### src/rtl/os_pfb_deadlock_detect_unit.sv
// ----------------------------------------------------------------------------
// os_pfb_deadlock_detect_unit
//   Per-process deadlock detector for the os_pfb C/RTL cosim bench. Watches the
//   monitored process's blocking handshakes. After a sustained identical stall
//   it sends a probe token along its wait edges. If the probe comes back, it
//   reports the closed wait loop on dl_out. Once deadlocked, it forwards trace
//   tokens so the report unit can print the wait circle hop by hop.
//
// Ports
//   clock          in   1         bench clock, rising edge
//   reset          in   1         asynchronous, active-low
//   proc_blocked   in   1         monitored process has a blk_n low this cycle
//   dep_vec        in   PROC_NUM  bit j: blocked on a FIFO shared with proc j
//   probe_in_vec   in   PROC_NUM  bit j: probe token from proc j
//   probe_out_vec  out  PROC_NUM  probe tokens to procs (registered)
//   trace_in_vec   in   PROC_NUM  bit j: trace token from proc j
//   trace_out_vec  out  PROC_NUM  one-hot trace token to next proc (registered)
//   origin         in   1         report unit picks this proc as circle origin
//   token_clear    in   1         report unit circle-done strobe
//   dl_out         out  1         deadlock / trace-hit report (combinational)
//   dl_state       out  2         current FSM state (debug)
// ----------------------------------------------------------------------------
module os_pfb_deadlock_detect_unit #(
  parameter int unsigned PROC_NUM     = 3,
  parameter int unsigned PROC_ID      = 0,
  parameter int unsigned STALL_THRESH = 16,
  parameter int unsigned PROBE_TMO    = 4
) (
  input  logic                clock,
  input  logic                reset,
  input  logic                proc_blocked,
  input  logic [PROC_NUM-1:0] dep_vec,
  input  logic [PROC_NUM-1:0] probe_in_vec,
  output logic [PROC_NUM-1:0] probe_out_vec,
  input  logic [PROC_NUM-1:0] trace_in_vec,
  output logic [PROC_NUM-1:0] trace_out_vec,
  input  logic                origin,
  input  logic                token_clear,
  output logic                dl_out,
  output logic [1:0]          dl_state
);

  localparam int unsigned CNT_W = $clog2(STALL_THRESH + 1);
  localparam int unsigned TMO_W = $clog2(PROBE_TMO + 1);

  localparam logic [PROC_NUM-1:0] SELF_MASK = PROC_NUM'(1) << PROC_ID;
  localparam logic [CNT_W-1:0]    CNT_SAT   = CNT_W'(STALL_THRESH);
  localparam logic [CNT_W-1:0]    CNT_FIRE  = CNT_W'(STALL_THRESH - 1);
  localparam logic [TMO_W-1:0]    TMO_LAST  = TMO_W'(PROBE_TMO - 1);

  typedef enum logic [1:0] {
    ST_RUN      = 2'd0,
    ST_STALL    = 2'd1,
    ST_SUSPECT  = 2'd2,
    ST_DEADLOCK = 2'd3
  } state_e;

  state_e              state_q, state_d;
  logic [CNT_W-1:0]    stall_cnt_q, stall_cnt_d;
  logic [TMO_W-1:0]    tmo_cnt_q, tmo_cnt_d;
  logic [PROC_NUM-1:0] dep_reg_q;
  logic [PROC_NUM-1:0] probe_q, probe_d;
  logic [PROC_NUM-1:0] trace_q, trace_d;
  logic                det_q, det_d;

  logic [PROC_NUM-1:0] dep_eff;
  logic [PROC_NUM-1:0] dep_low;
  logic                blocked;
  logic                probe_hit;
  logic                trace_hit;

  // A self-loop on our own FIFO is not a dependency on another process.
  assign dep_eff   = dep_vec & ~SELF_MASK;
  assign blocked   = proc_blocked & (|dep_eff);
  assign probe_hit = |probe_in_vec;
  assign trace_hit = |trace_in_vec;
  // Lowest set bit picks a single successor for the trace walk.
  assign dep_low   = dep_reg_q & (~dep_reg_q + PROC_NUM'(1));

  // State and token registers.
  always_ff @(posedge clock or negedge reset) begin
    if (!reset) begin
      state_q     <= ST_RUN;
      stall_cnt_q <= '0;
      tmo_cnt_q   <= '0;
      dep_reg_q   <= '0;
      probe_q     <= '0;
      trace_q     <= '0;
      det_q       <= 1'b0;
    end else begin
      state_q     <= state_d;
      stall_cnt_q <= stall_cnt_d;
      tmo_cnt_q   <= tmo_cnt_d;
      dep_reg_q   <= dep_eff;
      probe_q     <= probe_d;
      trace_q     <= trace_d;
      det_q       <= det_d;
    end
  end

  // Next-state, counters and token generation.
  always_comb begin
    state_d   = state_q;
    tmo_cnt_d = '0;
    probe_d   = '0;
    trace_d   = '0;
    det_d     = 1'b0;

    // Only an unchanged blocking pattern counts as a stall.
    if (!blocked || (dep_eff != dep_reg_q)) begin
      stall_cnt_d = '0;
    end else if (stall_cnt_q != CNT_SAT) begin
      stall_cnt_d = stall_cnt_q + CNT_W'(1);
    end else begin
      stall_cnt_d = stall_cnt_q;
    end

    case (state_q)
      ST_RUN: begin
        if (blocked) begin
          state_d = ST_STALL;
        end
      end
      ST_STALL: begin
        if (!blocked) begin
          state_d = ST_RUN;
        end else begin
          if (stall_cnt_q == CNT_FIRE) begin
            state_d = ST_SUSPECT;
            probe_d = dep_reg_q;
          end
          if (probe_hit) begin
            probe_d = dep_reg_q;
          end
        end
      end
      ST_SUSPECT: begin
        // Incoming probes are consumed here; any return closes the loop.
        if (!blocked) begin
          state_d = ST_RUN;
        end else if (probe_hit) begin
          state_d = ST_DEADLOCK;
          det_d   = 1'b1;
        end else if (tmo_cnt_q == TMO_LAST) begin
          state_d     = ST_STALL;
          stall_cnt_d = '0;
        end else begin
          tmo_cnt_d = tmo_cnt_q + TMO_W'(1);
        end
      end
      ST_DEADLOCK: begin
        // Sticky; keep relaying probes so peers can confirm the loop too.
        if (probe_hit) begin
          probe_d = dep_reg_q;
        end
      end
      default: begin
        state_d = ST_RUN;
      end
    endcase

    // Origin outranks a forwarded token so only one token leaves.
    if (origin && (state_q == ST_DEADLOCK)) begin
      trace_d = dep_low;
    end else if (trace_hit && !token_clear) begin
      trace_d = dep_low;
    end
  end

  assign probe_out_vec = probe_q;
  assign trace_out_vec = trace_q;
  assign dl_state      = state_q;
  assign dl_out        = det_q | ((state_q == ST_DEADLOCK) & trace_hit);

endmodule

### config.mk
export PLATFORM = sky130hd
export DESIGN_NAME = os_pfb_deadlock_detect_unit
export DESIGN_NICKNAME = d
export VERILOG_FILES = /design/src/rtl/os_pfb_deadlock_detect_unit.sv
export SDC_FILE = /design/constraint.sdc
export NUM_CORES = 1
export LEC_CHECK = 0
export BUFFER_PORTS_ARGS = -buffer_cell sky130_fd_sc_hd__buf_4
export CAP_MARGIN = 20
export CORE_AREA = 4 4 54 56
export CTS_CLUSTER_SIZE = 25
export DETAILED_ROUTE_END_ITERATION = 10
export DIE_AREA = 0 0 58 60
export PLACE_DENSITY = 0.65
export SLEW_MARGIN = 40
export SYNTH_ARGS = -nofsm -noshare
export SYNTH_HDL_FRONTEND = slang
export SYNTH_SLANG_ARGS = --single-unit
### constraint.sdc
create_clock -name clock -period 1.5 [get_ports clock]
set_clock_uncertainty 0.05 [all_clocks]
set_input_delay 0.225 -clock clock [delete_from_list [all_inputs] [get_ports clock]]
set_output_delay 0.225 -clock clock [all_outputs]
set_load 0.01 [all_outputs]
==> results_dict.tcl <==
set metrics [dict create \
    period_minus_slack_ps 1550 \
    ant_nets 0 \
    diodes 0 \
    critPathBufInv 1 \
    cts_root_buffer "clkbuf_4" \
    wl_per_cell_um 14.4 \
    synth-simple-area-share_pct 22.3 \
    syn_area_um2 938 \
    power_density_mw_per_mm2 815 \
    met3_usage_pct 1.30 \
    drv_slew 0 \
    synth_compound_area_share_pct 11.3 \
    critPathLaunchType "flop" \
    worstPathCellList "ha_2 > and3_4 > ha_4 > buf_4 > nor2_1 > o21ai_1 > a21boi_1" \
    ys_seq_area_share_pct 45.3 \
    async_flop_share_pct 100 \
    core.rowCount 18 \
    place_area_mm2 0.00118 \
    antenna_found_initial 0 \
    synth_xor_area_share_pct 3.73 \
    cts_tree "yes" \
    sequentialPowerShare_pct 47.1 \
    required_ps 1660 \
    coreArea_mm2 0.00243 \
    rsz0062_at_grt "true" \
    crit_family "flip-flops" \
    power.leakage_nw 0.616 \
    critPathKind "reg2reg" \
    crit_slowest_cell "dfrtp_1" \
    grt_util_met1_pct 15.3 \
    hold_violations 0 \
    setup_viol 5 \
    clk_pin_slew_ps 100 \
    avgViaCountPerCell 5.03 \
    cts_buffer_depth 2 \
    synthCells 90 \
    total_power_mw 1.11 \
    first_global_vias 756 \
    crit_arrival_ps 1710 \
    hold_path_class "in2reg" \
    place.gp.congestion 0.713 \
    grt_pass1_wl_mm 3.56 \
    synthDistinctLibCells 32 \
    combinationalPowerShare_pct 31.0 \
    power.internal_uw 751 \
    multiInputGateArea_um2 568 \
    synth_area_per_cell_um2 10.4 \
    cts_sinks 17 \
    pin_count 23 \
    synth_area_leaders "dfrtp_1, ha_1, inv_1" \
    die_x_um 58 \
    regArea_um2 427 \
    netSwitchingPower_uw 357 \
    fin_tns_setup_ps -199 \
    peakVddDrop_mv 0.531 \
    final_util_pct 55.9 \
    cp_max_fo 3 \
    cts_buffers 3 \
    synth-main-ff-cell "dfrtp_1" \
    synth_edf_count 0 \
    clock_latency_ps 280 \
    final_nets 150 \
    status "finished, violations left" \
    drc 0 \
    start_util_pct 38.6 \
    grt_max_degree 18 \
    grt.total_usage_pct 13.9 \
    dp_hpwl_mm 1.65 \
    die_height_um 60 \
    violations "negative setup slack" \
    stdcell_area_mm2 0.00136 \
    num_vias 790 \
    drtIter0Drc 21 \
    drv_cap 0 \
    synth_adder_area_share_pct 10.7 \
    die_area_mm2 0.00348 \
    clockPowerShare_pct 21.8 \
    finalWirelength_mm 2.26 \
    fillCellCount 212 \
    synth_top_area_share_pct 45.3 \
    numPortBuffers 19 \
    syn2layout_area_growth_pct 44.9 \
    critical_path.endpoint_type "flop" \
    slowest_delay_ps 420 \
    fmax_mhz 644 \
    p_sw_share_pct 32.2 \
    timing.final.crit_share_pct 103 \
    finalHoldWorstSlack_ps 53.0 \
    yosys.area.top_type "dfrtp_1" \
    fin_ws_ps -52.1 \
    met2_usage_pct 27.1 \
    drive_gt1_share_pct 45.7 \
    synth_top_family_by_area "simple AND/OR/NAND/NOR gates" \
    cts-htree-levels 1 \
    first_pass_iters 4 \
    gr-total-overflow 0 \
    yosys_warnings 0 \
    synth-seq-cells 17 \
    synthMuxAreaShare_pct 1.07 \
    top_usage_layer "met2" \
]
-- power groups by stage --
stage | Sequential, mW | Combinational (mW) | Clock (mW)
floorplan | 0.527 | 0.163 | 0
global placement | 0.520 | 0.275 | 0
detailed placement | 0.521 | 0.288 | 0
CTS | 0.513 | 0.296 | 0.250
global route | 0.529 | 0.385 | 0.267
finish | 0.522 | 0.344 | 0.242
-- layout make-up --
class / instances / share of cell area, %
multi-input combinational: 63 / 41.8
timing repair buffer: 34 / 19.5
sequential: 17 / 31.4
clock buffer: 4 / 1.93
tap: 30 / 2.76
inverter: 9 / 2.67
-- layer usage --
metal / share of wire, % / up-vias
li1: - / 387
met1: 38 / 364
met2: 52 / 31
met3: 6.1 / 8
met4: 3.4 / 0
met5: 0 / -
-- cells in the mapped netlist (2+ instances only) --
library cell	n
nand2_1	3
nor2_1	5
dfrtp_1	17
ha_1	8
xor2_1	2
buf_4	2
and2_1	5
and3_1	2
nor4_1	3
inv_1	9
nand3_1	3
a21oi_1	2
xnor2_1	2
nor3_1	5
o21ai_1	5
-- flip-flops by register name, indices dropped and copies added, names as in the netlist --
signal	count
probe_out_vec	2
tmo_cnt_q	3
dep_reg_q	2
dl_state	2
stall_cnt_q	5
trace_out_vec	2
det_q	1
-- cell usage in the layout (no fill, tap or decap), types with 3 or more instances in the layout --
master and n:
buf_4 31, nor3_1 3, nor2_1 5, ha_4 4, ha_1 3, dfrtp_1 16
inv_1 5, clkbuf_4 3, inv_2 3, o21ai_1 5, and2_1 5, nand2_1 3
-- repair_timing --
| item | CTS | global route |
|---|---|---|
| gates cloned | 0 | 0 |
| hold endpoints to repair | 17 | 0 |
| hold buffers | 1 | 0 |
| endpoints found under the setup margin | 6 | 12 |
| buffers inserted | 1 | 4 |
| resized for setup | 7 | 15 |
| pin swaps | 13 | 7 |
-- metrics by stage --
| stage | cells | worst slack (ps) |
|---|---|---|
| after CTS | 153 | -46.9 |
| after floorplan | 91 | 16.8 |
| after global placement | 147 | -39.5 |
| final | 157 | -52.1 |
| after detailed placement | 147 | -90.0 |
| after global routing | 157 | -144 |
-- final timing paths --
path                                 from            to  slack [ps]  depth (start not counted)
setup reg to reg           stall_cnt_q[0]   dl_state[0]         -50                          7
hold / removal                 dep_vec[1]  dep_reg_q[1]          50                          1
min in group asynchronous           reset   dl_state[0]         290                          2
max in group asynchronous           reset   dl_state[0]         910                          2
hold reg to reg              tmo_cnt_q[0]  tmo_cnt_q[0]         390                          1
setup / recovery           stall_cnt_q[0]   dl_state[0]         -50                          7
-- cells by family (layout without fill, tap and decap cells) --
logic type | Yosys count | count (layout)
AND/OR/NAND/NOR | 32 | 32
flip-flops | 17 | 17
AO/OA/AOI/OAI | 16 | 16
buffers and inverters | 11 | 47
adder cells (fa/ha/maj) | 8 | 8
XOR/XNOR | 4 | 4
other | 1 | 2
multiplexers | 1 | 1
(Power assumes the default switching activity.)
